<file path="config.mk">
export PLATFORM = sky130hd
export DESIGN_NAME = echo_request_fifo
export DESIGN_NICKNAME = d
export VERILOG_FILES = /design/src/rtl/echo_request_fifo.sv
export SDC_FILE = /design/constraint.sdc
export NUM_CORES = 1
export LEC_CHECK = 0
export BUFFER_PORTS_ARGS = -buffer_cell sky130_fd_sc_hd__buf_4
export CAP_MARGIN = 15
export CORE_ASPECT_RATIO = 0.9
export CORE_UTILIZATION = 55
export DETAILED_ROUTE_END_ITERATION = 10
export PLACE_DENSITY = 0.77
export SETUP_SLACK_MARGIN = 0.2
export SLEW_MARGIN = 20
export SYNTH_ARGS = -nofsm -noshare
export SYNTH_HDL_FRONTEND = slang
export SYNTH_SLANG_ARGS = --single-unit
</file>
<file path="constraint.sdc">
create_clock -name CLK -period 2.71 [get_ports CLK]
set_input_delay 0.4065 -clock CLK [delete_from_list [all_inputs] [get_ports CLK]]
set_output_delay 0.4065 -clock CLK [all_outputs]
set_load 0.02 [all_outputs]
</file>
<file path="src/rtl/echo_request_fifo.sv">
// echo_request_fifo: first-word-fall-through request queue feeding the echo responder.
// Optional sticky protocol-error flag: define ECHO_FIFO_ERR_CHECK_EN.
module echo_request_fifo #(
    parameter int WIDTH = 32,
    parameter int DEPTH = 4,
    parameter int AW    = 2
) (
    input  logic             CLK,
    input  logic             nRST,
    input  logic             enq__ENA,
    input  logic [WIDTH-1:0] enq_v,
    output logic             enq__RDY,
    input  logic             deq__ENA,
    output logic             deq__RDY,
    output logic [WIDTH-1:0] first,
    output logic             first__RDY,
`ifdef ECHO_FIFO_ERR_CHECK_EN
    output logic [AW:0]      count,
    output logic             err
`else
    output logic [AW:0]      count
`endif
);

    localparam logic [AW:0]   FULL_CNT = (AW+1)'(DEPTH);
    localparam logic [AW:0]   CNT_ONE  = (AW+1)'(1);
    localparam logic [AW-1:0] PTR_ONE  = AW'(1);

    logic [WIDTH-1:0] mem [DEPTH];
    logic [AW-1:0]    rd_ptr;
    logic [AW-1:0]    wr_ptr;
    logic [AW:0]      cnt;
    logic             enq_ok;
    logic             deq_ok;

    assign enq__RDY   = (cnt != FULL_CNT);
    assign deq__RDY   = (cnt != '0);
    assign first__RDY = deq__RDY;
    assign enq_ok     = enq__ENA & enq__RDY;
    assign deq_ok     = deq__ENA & deq__RDY;
    assign count      = cnt;

    // Head is only exposed while an entry is held; stale storage reads as zero.
    always_comb begin
        first = '0;
        if (deq__RDY)
            first = mem[rd_ptr];
    end

    // Storage write; contents survive reset, only the pointers are cleared.
    always_ff @(posedge CLK) begin
        if (enq_ok)
            mem[wr_ptr] <= enq_v;
    end

    // Pointer and occupancy bookkeeping with synchronous active-low reset.
    always_ff @(posedge CLK) begin
        if (!nRST) begin
            rd_ptr <= '0;
            wr_ptr <= '0;
            cnt    <= '0;
        end else begin
            if (enq_ok)
                wr_ptr <= wr_ptr + PTR_ONE;
            if (deq_ok)
                rd_ptr <= rd_ptr + PTR_ONE;
            case ({enq_ok, deq_ok})
                2'b10:   cnt <= cnt + CNT_ONE;
                2'b01:   cnt <= cnt - CNT_ONE;
                default: cnt <= cnt;
            endcase
        end
    end

`ifdef ECHO_FIFO_ERR_CHECK_EN
    // Sticky flag for a strobe raised while its method was not ready.
    always_ff @(posedge CLK) begin
        if (!nRST) begin
            err <= 1'b0;
        end else begin
            if (enq__ENA && !enq__RDY) begin
                err <= 1'b1;
                $display("echo_request_fifo: enq called while not ready");
            end
            if (deq__ENA && !deq__RDY) begin
                err <= 1'b1;
                $display("echo_request_fifo: deq called while not ready");
            end
        end
    end
`endif

endmodule
</file>
==> impl_metrics.csv, run 1 <==
group,metric,value,unit
grt,grt_usage,20.8,%
yosys,synth.top_cell.area_share,72.1,%
yosys,syn_inst,258,
worst_setup_path,crit_buf_inv,2,
grt,grt_max_degree,37,
placed_design,io_buffers,73,
worst_setup_path,reg2regPathDepth,8,
grt,grt_pass1_wl,14900,µm
placed_design,place_hpwl,5440,µm
timing,max_slew_margin,65.1,%
final_layout,antenna_cells,0,
placed_design,dp_slack,0.497,ns
route,drt_iter0_markers,101,
timing,max_slew.worst_pin.slew,0.523,ns
yosys,synth_top_cells_by_area,"edfxtp_1 (72%), mux4_2 (14%), nor2b_1 (3.9%), dfxtp_1 (3.4%), ha_1 (1.2%)",
floorplan,design.core.area,9250,µm²
yosys,synth_commonest_cells,"edfxtp_1 (128), nor2b_1 (33), mux4_2 (32), dfxtp_1 (9), nand2_1 (8)",
final_layout,fillerInstances,547,
route,vias_per_cell,5.51,
status,outcome,"finished, final reports clean",
route,postRouteAntennaNets,0,
worst_setup_path,cp_top_family,"multiplexers",
pwr,p_leak,2.35,nW
floorplan,die_w,106,µm
route,drc,0,
yosys,netlist_area,5330,µm²
worst_setup_path,end_kind,"output port",
cts,cts_hold_buf,0,
worst_setup_path,critPathSlowestCell,"mux4_2",
pwr,irDropWorstVdd,0.825,mV
run,maxCapViolCount,0,
cts,clkSinkCount,137,
cts,clk-insertion-delay-late,0.50,ns
timing,period_share,88.2,%
yosys,synth_top_area_cell,"edfxtp_1",
worst_setup_path,path_cells,"buf_6 -> mux4_2 -> nor2b_1 -> buf_4",
cts,post_cts_buffers,0,
pwr,power.density,1090,nW/µm²
worst_setup_path,cp_num_cells,4,
placed_design,dp_cells,452,
worst_setup_path,rr_startpoint,"count[2]$_SDFFE_PN0P_",
floorplan,dieArea,10100,µm²
yosys,async_flop_share,0,%
grt,antenna_found_initial,0,
route,wl_per_cell,19.6,µm
final_layout,drive_gt1_share,42.8,%
yosys,synth_edf_count,128,
worst_setup_path,worstPathArrival,1.98,ns
route,first_pass_iters,4,
route,vias,2667,
cts,root_buffer,"clkbuf_8",
grt,grt_overflow,0,
timing,slew_violations,0,
route,drt-total-wl,9500,µm
timing,setup_tns,0,ns
yosys,ys_warn_count,0,
timing,setup_violations,0,
yosys,syn_avg_cell_area,20.7,µm²
worst_setup_path,worst-setup-path-type,"flip-flop to output port",
yosys,synth_seq_area_share,75.5,%
worst_hold_path,hold_depth,1,
worst_hold_path,min_path_type,"input pin to flip-flop",
worst_setup_path,worst_setup_path_start_kind,"flip-flop",
yosys,syn_nets,300,
cts,clockBufferDepth,2,
worst_setup_path,required,2.30,ns
placed_design,gp_congestion,0.755,
final_layout,final_cells,484,
yosys,yosys_register_bits,137,
floorplan,io_pins,74,
cts,htreeDepth,4,
pwr,finalPower,0.00733,W
timing,final-hold-violation-count,0,
timing,fin_ws,0.319,ns
yosys,synth_cell_type_count,23,
timing,period_minus_slack,2.39,ns
cts,path_clk_slew,0.06,ns
floorplan,num_rows,33,
cts,cts_resized,2,
timing,fin_skew,0.00951,ns
cts,tritoncts,"yes",
grt,grt_pass1_vias,2756,
timing,fmax,0.418,GHz
final_layout,fin_nets,391,
worst_setup_path,critPathMaxStageDelay,0.52,ns
final_layout,area_delta_synth_final,25.8,%
floorplan,start_util,57.7,%
floorplan,fp.dieH,95.4,µm
worst_setup_path,critPathMaxFanout,18,
yosys,synth.most_common_cell,"edfxtp_1",
cts,cts_buffers,17,
timing,rsz0062_at_grt,"false",
worst_hold_path,worst_hold_startpoint,"enq_v[18]",
yosys,yosys_most_used_dff,"edfxtp_1",
==> through the flow <==
stage               hold slack, ns  area (µm²)  utilization [%]
global route                0.0683        6710             72.5
floorplan                    0.461        5330                -
finish                      0.0981        6710             72.5
global placement             0.473        6070             65.7
CTS                         0.0724        6700             72.5
detailed placement           0.493        6070             65.7
==> routing by layer <==
| layer | wire, µm | global-route usage (%) | vias to the layer above |
|---|---|---|---|
| met2 | 4770 | 34.4 | 69 |
| li1 | - | - | 1200 |
| met1 | 4200 | 26.2 | 1387 |
| met3 | 390 | 6.56 | 11 |
| met5 | 0 | 0 | - |
| met4 | 142 | 7.64 | 0 |
==> worst paths after layout <==
kind	end	slack, ns
max reg2reg	count[2]$_SDFFE_PN0P_	0.59
min reg2reg	flip-flop	0.50
max	first[9]	0.32
min	mem[2][18]$_DFFE_PP_	0.1
==> kinds of logic after synthesis <==
logic type               share of synthesized area (%)
flip-flops                                        75.5
AND/OR/NAND/NOR                                   5.84
multiplexers                                      13.9
buffers and inverters                             2.04
AO/OA/AOI/OAI                                    0.891
adder cells (fa/ha/maj)                           1.55
XOR/XNOR                                         0.329
==> power by group <==
group          total [W]  switching, W  internal (W)
registers        0.00266      0.000108       0.00256
logic            0.00227       0.00123       0.00103
clock network    0.00240      0.000886       0.00151
total            0.00733       0.00223       0.00510
==> state kept, by name, indices dropped and copies added, names as in the netlist, named ones only <==
register	flops
rd_ptr	2
wr_ptr	2
count	3
mem	128
==> worst register-to-register path: cells and delay by family (launching register included) <==
kind	cells	cell delay, ns
adders and majority gates	2	0.61
buffers and inverters	1	0.06
xor gates and xnor gates	1	0.17
DFF	1	0.48
and+or+nand+nor	3	0.59
AOI/OAI and AO/OA	1	0.15
==> placed cells by master, fill, tap and decap left out, drive strengths merged <==
| cell | synthesis | layout |
|---|---|---|
| a21boi | 3 | 3 |
| or4bb | 1 | 1 |
| clkbuf | 4 | 17 |
| nand2 | 8 | 8 |
| ha | 5 | 5 |
| xnor2 | 1 | 1 |
| nor2b | 33 | 33 |
| buf | 8 | 84 |
| clkinv | 0 | 4 |
| mux4 | 32 | 32 |
| nor2 | 1 | 1 |
| and2 | 6 | 6 |
| o21ai | 5 | 5 |
| inv | 7 | 13 |
| dfxtp | 9 | 9 |
| edfxtp | 128 | 128 |
| clkinvlp | 0 | 1 |
| bufinv | 0 | 4 |
| fa | 1 | 1 |
| xor2 | 1 | 1 |
| nor3 | 1 | 1 |
| or3 | 2 | 2 |
| mux2i | 2 | 2 |
==> cell type report <==
class                   count  area (µm²)  area share, %
well taps                 122         153           2.28
clock buffers              17         414           6.17
inverters                   7        26.3          0.392
flip-flops and latches    137        4030           60.1
clock inverters            15         209           3.11
multi-input cells         102        1210           18.1
repair buffers             84         663           9.88
Note: power is estimated with default switching activity, not from simulation.
==> run 2: changes to the inputs <==
- clock period: 2.71 -> 2.78 ns (I/O delays scaled with it)
==> run 2 against run 1 <==
Effect of this change: sequential share of layout area down 0.089 points; first-iteration DRC count down 0.99%; count of clock-buffer cells in the layout unchanged; non-clock buffer count up 4; die area unchanged; power down 4.1%; critical endpoint is now first[14]; largest cell class unchanged; highest routed layer unchanged.
==> impl_metrics.csv, run 2 (synthesis gave the netlist of run 1 again) <==
group,metric,value,unit
status,outcome,"finished, final reports clean",
floorplan,start_util,57.7,%
route,vias,2707,
timing,period_share,89.5,%
grt,grt_overflow,0,
route,drt-total-wl,9680,µm
pwr,p_leak,2.36,nW
final_layout,most-common-layout-cells,"edfxtp_1 (128), buf_4 (83), nor2b_1 (33)",
run,maxCapViolCount,0,
floorplan,dieArea,10100,µm²
grt,grt_usage,21.4,%
cts,clkSinkCount,137,
worst_setup_path,end_kind,"output port",
timing,final-hold-violation-count,0,
route,wl_per_cell,19.8,µm
route,postRouteAntennaNets,0,
timing,period_minus_slack,2.49,ns
cts,clockBufferDepth,2,
floorplan,fp.dieH,95.4,µm
final_layout,mostFrequentLayoutCell,"edfxtp_1",
grt,grt_pass1_wl,15100,µm
final_layout,antenna_cells,0,
placed_design,dp_cells,450,
placed_design,place_hpwl,5700,µm
timing,fin_skew,0.00948,ns
final_layout,fillerInstances,568,
worst_setup_path,critPathMaxFanout,17,
final_layout,regMostFlops,"mem",
route,drt_iter0_markers,100,
pwr,finalPower,0.00703,W
worst_hold_path,min_path_type,"input pin to flip-flop",
route,vias_per_cell,5.55,
cts,clk-insertion-delay-late,0.51,ns
pwr,power.density,1050,nW/µm²
pwr,irDropWorstVdd,0.632,mV
grt,antenna_found_initial,0,
timing,setup_tns,0,ns
final_layout,fin_nets,395,
grt,grt_pass1_vias,2838,
timing,rsz0062_at_grt,"false",
route,first_pass_iters,4,
floorplan,design.core.area,9250,µm²
final_layout,final_cells,488,
floorplan,die_w,106,µm
worst_setup_path,worst_setup_path_start_kind,"flip-flop",
cts,cts_buffers,17,
cts,path_clk_slew,0.07,ns
placed_design,gp_congestion,0.740,
timing,holdWs,0.101,ns
placed_design,io_buffers,73,
cts,htreeDepth,4,
cts,tritoncts,"yes",
timing,setup_violations,0,
timing,slew_violations,0,
final_layout,drive_gt1_share,43.2,%
worst_setup_path,worst-setup-path-type,"flip-flop to output port",
floorplan,io_pins,74,
cts,root_buffer,"clkbuf_8",
timing,max_slew_margin,65.0,%
timing,fmax,0.402,GHz
final_layout,largest_register_ffs,128,
route,drc,0,
final_layout,area_delta_synth_final,26.0,%
worst_setup_path,required,2.36,ns
timing,max_slew.worst_pin.slew,0.523,ns
floorplan,num_rows,33,
grt,grt_max_degree,37,
worst_setup_path,worstPathArrival,2.07,ns
[run 2: per-layer routing]
layer	vias to the layer above	wire length, µm	track usage, %	share of wire, %
met4	0	155	10.1	1.6
met2	94	4850	35.3	50
li1	1207	-	-	-
met5	-	0	0	0
met3	13	485	4.58	5.0
met1	1393	4190	27.7	43
[run 2: final timing paths]
kind | startpoint | cells after the start | slack (ns) | end
max | flip-flop | 4 | 0.29 | first[14]
min | enq_v[13] | 1 | 0.10 | mem[0][13]$_DFFE_PP_
max reg2reg | count[0]$_SDFFE_PN0P_ | 9 | 0.55 | count[2]$_SDFFE_PN0P_
min reg2reg | rd_ptr[0]$_SDFFE_PN0P_ | 2 | 0.49 | flip-flop
[run 2: cell type report]
type	count	area (µm²)	area share (%)
sequential	137	4030	60.0
inverter	7	26.3	0.391
timing repair buffer	88	723	10.8
clock buffer	17	414	6.16
tap	122	153	2.27
multi-input combinational	102	1210	18.0
clock inverter	15	163	2.42
[run 2: repair_timing]
| action | 4_1_cts | 5_1_grt |
|---|---|---|
| setup buffers | 0 | 6 |
| setup endpoints to repair | 23 | 14 |
| hold buffers | 0 | 0 |
| gates resized for setup | 1 | 0 |
[run 2: per-stage QoR]
| stage | util, % | instance area, µm² | setup WS (ns) |
|---|---|---|---|
| 2_1_floorplan | - | 5330 | 0.567 |
| 3_3_place_gp | 65.9 | 6090 | 0.639 |
| 3_5_place_dp | 65.9 | 6090 | 0.635 |
| 4_1_cts | 72.2 | 6670 | 0.206 |
| 5_1_grt | 72.6 | 6720 | 0.213 |
| 6_report | 72.6 | 6720 | 0.292 |
[run 2: worst max-delay path, stage by stage (launching register included)]
cell	delay (ns)
dfxtp_2	0.60
buf_4	0.30
mux4_2	0.33
nor2b_1	0.15
buf_4	0.17
[run 2: power by group]
group          internal [W]  switching, W
registers           0.00249      0.000124
clock network       0.00129      0.000861
logic               0.00106       0.00120
